### src/rtl/mem_bus_pkg.sv
// Shared types and constants for the two-requester memory bus arbiter.
package mem_bus_pkg;

  typedef enum logic [1:0] {
    IDLE   = 2'd0,
    ACCESS = 2'd1,
    RESP   = 2'd2
  } state_t;

  typedef logic req_id_t;

  localparam req_id_t ID_M0 = 1'b0;
  localparam req_id_t ID_M1 = 1'b1;

  localparam logic [31:0] SALIDA_ADDR_DEF = 32'h0000_00FC;

endpackage

### src/rtl/rr_arb2.sv
// Two-way round-robin winner select; on a tie the requester that did not
// win last time is chosen.
module rr_arb2
  import mem_bus_pkg::*;
(
  input  logic [1:0] req_i,
  input  req_id_t    last_winner_i,
  output req_id_t    winner_o
);

  always_comb begin
    winner_o = ID_M0;
    case (req_i)
      2'b10:   winner_o = ID_M1;
      2'b11:   winner_o = ~last_winner_i;
      default: winner_o = ID_M0;
    endcase
  end

endmodule

### src/rtl/mem_bus_arbiter.sv
// Shares one synchronous data-memory port between a CPU (m0) and a second
// requester (m1). Define MEM_BUS_SALIDA_EN to map the salida output bit at SALIDA_ADDR.
module mem_bus_arbiter
  import mem_bus_pkg::*;
#(
  parameter int                DATA_W      = 32,
  parameter int                ADDR_W      = 32,
  parameter logic [ADDR_W-1:0] SALIDA_ADDR = ADDR_W'(SALIDA_ADDR_DEF)
) (
  input  logic              clk,
  input  logic              reset,
  input  logic              m0_req,
  input  logic              m0_we,
  input  logic [ADDR_W-1:0] m0_addr,
  input  logic [DATA_W-1:0] m0_wdata,
  output logic              m0_gnt,
  output logic              m0_rvalid,
  output logic [DATA_W-1:0] m0_rdata,
  input  logic              m1_req,
  input  logic              m1_we,
  input  logic [ADDR_W-1:0] m1_addr,
  input  logic [DATA_W-1:0] m1_wdata,
  output logic              m1_gnt,
  output logic              m1_rvalid,
  output logic [DATA_W-1:0] m1_rdata,
  output logic              mem_we,
  output logic [ADDR_W-1:0] mem_addr,
  output logic [DATA_W-1:0] mem_wdata,
  input  logic [DATA_W-1:0] mem_rdata,
  output logic              busy,
  output logic              salida
);

  state_t            state_q, state_d;
  req_id_t           owner_q, owner_d;
  req_id_t           last_q, last_d;
  req_id_t           winner;
  logic              own_we;
  logic [ADDR_W-1:0] own_addr;
  logic [DATA_W-1:0] own_wdata;
  logic [DATA_W-1:0] resp_data;
  logic              sal_hit;
  logic              rd_sal_q;

  rr_arb2 u_rr_arb2 (
    .req_i         ({m1_req, m0_req}),
    .last_winner_i (last_q),
    .winner_o      (winner)
  );

  // Requesters hold their fields until gnt, so the owner's inputs are used directly.
  assign own_we    = (owner_q == ID_M1) ? m1_we    : m0_we;
  assign own_addr  = (owner_q == ID_M1) ? m1_addr  : m0_addr;
  assign own_wdata = (owner_q == ID_M1) ? m1_wdata : m0_wdata;

`ifdef MEM_BUS_SALIDA_EN
  logic salida_q, salida_d;
  logic rd_sal_d;

  assign sal_hit = (own_addr == SALIDA_ADDR);
  assign salida  = salida_q;

  always_comb begin
    salida_d = salida_q;
    rd_sal_d = rd_sal_q;
    if (state_q == ACCESS) begin
      rd_sal_d = sal_hit & ~own_we;
      if (sal_hit && own_we) salida_d = own_wdata[0];
    end
  end

  always_ff @(posedge clk or negedge reset) begin
    if (!reset) begin
      salida_q <= 1'b0;
      rd_sal_q <= 1'b0;
    end else begin
      salida_q <= salida_d;
      rd_sal_q <= rd_sal_d;
    end
  end
`else
  logic unused_salida_addr;

  assign sal_hit            = 1'b0;
  assign rd_sal_q           = 1'b0;
  assign salida             = 1'b0;
  assign unused_salida_addr = ^SALIDA_ADDR;
`endif

  always_ff @(posedge clk or negedge reset) begin
    if (!reset) begin
      state_q <= IDLE;
      owner_q <= ID_M0;
      last_q  <= ID_M1;
    end else begin
      state_q <= state_d;
      owner_q <= owner_d;
      last_q  <= last_d;
    end
  end

  always_comb begin
    state_d   = state_q;
    owner_d   = owner_q;
    last_d    = last_q;
    m0_gnt    = 1'b0;
    m1_gnt    = 1'b0;
    m0_rvalid = 1'b0;
    m1_rvalid = 1'b0;
    m0_rdata  = '0;
    m1_rdata  = '0;
    mem_we    = 1'b0;
    mem_addr  = '0;
    mem_wdata = '0;
    resp_data = rd_sal_q ? DATA_W'(salida) : mem_rdata;
    case (state_q)
      IDLE: begin
        if (m0_req || m1_req) begin
          state_d = ACCESS;
          owner_d = winner;
          last_d  = winner;
        end
      end
      ACCESS: begin
        mem_addr  = own_addr;
        mem_wdata = own_wdata;
        mem_we    = own_we & ~sal_hit;
        if (owner_q == ID_M1) m1_gnt = 1'b1;
        else                  m0_gnt = 1'b1;
        state_d = own_we ? IDLE : RESP;
      end
      RESP: begin
        if (owner_q == ID_M1) begin
          m1_rvalid = 1'b1;
          m1_rdata  = resp_data;
        end else begin
          m0_rvalid = 1'b1;
          m0_rdata  = resp_data;
        end
        state_d = IDLE;
      end
      default: state_d = IDLE;
    endcase
  end

  assign busy = (state_q != IDLE);

endmodule
### config.mk
export PLATFORM = sky130hd
export DESIGN_NAME = mem_bus_arbiter
export DESIGN_NICKNAME = d
export VERILOG_FILES = /design/src/rtl/mem_bus_pkg.sv /design/src/rtl/rr_arb2.sv /design/src/rtl/mem_bus_arbiter.sv
export SDC_FILE = /design/constraint.sdc
export NUM_CORES = 1
export LEC_CHECK = 0
export BUFFER_PORTS_ARGS = -buffer_cell sky130_fd_sc_hd__buf_2
export CORE_AREA = 10 10 108 110
export CTS_CLUSTER_DIAMETER = 60
export CTS_CLUSTER_SIZE = 10
export DETAILED_ROUTE_END_ITERATION = 6
export DIE_AREA = 0 0 118 120
export PLACE_DENSITY_LB_ADDON = 0.08
export SYNTH_ARGS = -nofsm -noshare
export SYNTH_HDL_FRONTEND = slang
export SYNTH_SLANG_ARGS = --single-unit
export TNS_END_PERCENT = 1
### constraint.sdc
create_clock -name clk -period 1.4 [get_ports clk]
set_input_delay 0.14 -clock clk [delete_from_list [all_inputs] [get_ports clk]]
set_output_delay 0.14 -clock clk [all_outputs]
set_load 0.01 [all_outputs]
==> flow_summary.ini <==
[worst_setup_path]
rrSetupSlack_ps = 120
ff2ff_path_depth = 2
endpoint_kind = primary output
worstPathMaxFanout = 9
worst-endpoint-arrival_ps = 1420
reg2reg_from = state_q[0]$_DFFE_PN0P_
nature_of_the_critical_path_startpoint = flip-flop
critical_path_sink = mem_addr[2]
reg2reg_to = owner_q$_DFFE_PN0P_
worst_ep_required_time_ps = 1260
critical_path_class = reg2out
critPathLaunch = owner_q$_DFFE_PN0P_

[global_routing]
grt_util_all_layers_pct = 13.59
number_of_global_route_vias_before_repair = 2898
pin_count_of_the_biggest_net_entering_global_routing = 42
first_pass_grt_wire_length_um = 15850
antenna_violations_before_repair = 0
grt_overflow = 0

[floorplanning]
die_width_um = 118
start_util_pct = 17.24
floorplan.rows = 36
die_area_um2 = 14160
top_level_ports = 301
fp.dieH_um = 120
core_area_um2 = 9549

[logic_synthesis]
mappedNetlistNets = 408
synth_area_um2 = 1647
synth_top_cell_area_share_pct = 39.51
most_common_cell_in_the_netlist = nor2_1
yosys_warnings = 0
async_reset_ff_share_pct = 100.0
synth_sequential_area_ratio_pct = 6.155
ys_seq_elements = 4
post_synth.cell_area_avg_um2 = 6.804
synth_commonest_cells = nor2_1, mux2i_1, and2_1
synthesis.instances = 242
ys.flop_type = dfrtp_1
synth-edff-count = 0
netlist_top_cells_area = mux2i_1, and2_1, nor2_1
post_synth_num_cell_types = 20
yosys.area.top_type = mux2i_1

[sta]
finalSetupTns_ps = -15200
timing.fmax_ghz = 0.6390
final_hold_fails = 0
maxSlewViolCount = 0
post-route-worst-setup-slack_ps = -164.9
timing.final.setup_violations = 131
period_share_pct = 111.8
final.setup_skew_ps = 4.564
grt_setup_unrepaired = true
fin_crit_ps = 1565
finalHoldWorstSlack_ps = 215.2

[place]
dp.final_hpwl_um = 9610
io_buffers = 299
placedCellCount = 664
pre_cts_ws_ps = 17.78
place_congestion = 0.7634
dpl_cell_area_um2 = 3391

[final_layout]
layout.core_utilization_pct = 37.07
fin_cells = 673
final_design_area_no_fill_um2 = 3540
final_net_count = 707
drive_above_1_share_pct = 61.85
areaGrowthSynthToFinish_pct = 115.0
insertedDiodeCount = 0

[power_and_ir_drop]
power_leakage_nw = 2.305
worst_ir_drop_vdd_mv = 0.7650
powerDensity_nw_per_um2 = 1508
total_power_mw = 5.339

[routing]
num_vias = 2670
drt_iter0_markers = 85
detail_route.vias_per_cell = 3.967
wl_per_instance_um = 15.70
detail_route.first_pass.iterations = 4
totalWireLength_um = 10570
postRouteAntennaNets = 0
drc_markers = 0

[hold_path]
classification_of_the_worst_slack_hold_path = in2reg

[clock_network]
cts-buffers-inserted = 3
worst_setup_hold_path_clk_slew_ps = 30
clock_insertion_delay_worst_skew_ps = 220
h_tree_depth_reported_by_cts = 1
clk_path_buf_depth = 2
cts_tree = built
clock-sinks = 4
cts_root_buf = clkbuf_8

[run_status]
status = complete, but fails checks
violations = setup timing

[run]
max-cap-violations = 0
per-layer routing:
metal,track usage (%),vias up,part of all wire (%)
met5,0,-,0
met3,5.720,2,11
li1,-,1374,-
met1,13.40,1118,36
met4,2.782,0,0.51
met2,26.02,176,52
timing repair:
item,in CTS,in global routing
resized for setup,6,10
endpoints found under the hold margin,4,0
endpoints found under the setup margin,131,133
hold buffers,1,0
pin swaps,33,2
setup buffers,4,0
worst min-delay path by stage:
stage	startpoint	end	slack, ps	cells after the start
6_report	m0_req	state_q[0]$_DFFE_PN0P_	220	3
5_1_grt	m0_req	state_q[0]$_DFFE_PN0P_	220	3
4_1_cts	m0_req	state_q[0]$_DFFE_PN0P_	210	3
3_5_place_dp	reset	state_q[0]$_DFFE_PN0P_	-50	1
3_3_place_gp	reset	state_q[0]$_DFFE_PN0P_	-50	1
2_1_floorplan	reset	owner_q$_DFFE_PN0P_	-160	0
sequential cells by signal, summed over array words and instances (netlist names):
| signal | cells |
|---|---|
| state_q | 2 |
| owner_q | 1 |
| last_q | 1 |
cells by family after synthesis:
group / after synthesis / share of synthesized area, %
other cells: 1 / 0.2277
simple gates: 145 / 44.38
mux: 65 / 39.51
compound gates: 2 / 1.064
buf+inv: 25 / 8.663
flops: 4 / 6.155
report_power, final:
part	switching [mW]	internal (mW)
combinational	2.44	2.35
sequential	0.101	0.198
clock	0.0575	0.194
critical path: stages (launching register included):
cell and delay, ps:
dfrtp_4 500, buf_12 160, buf_12 140, mux2i_1 110
nor2_1 120, buf_2 160
cells in the final DEF, fill, tap and decap left out, types with 2 or more instances in the layout:
cell type	count
buf_6	4
and2_1	60
clkbuf_8	3
dfrtp_2	2
nand2b_1	2
nand2b_4	2
buf_12	9
buf_2	295
nor2_1	70
mux2i_1	64
nor2_2	4
inv_1	2
buf_4	8
area by class of cell:
class	count	area [um2]
Clock buffer	4	45.04
Tap cell	133	166.4
Multi-Input combinational cell	213	1441
Sequential cell	4	107.6
Timing Repair Buffer	317	1772
Fill cell	1035	6010
Inverter	2	7.507
Note: power is estimated with default switching activity, not from simulation.
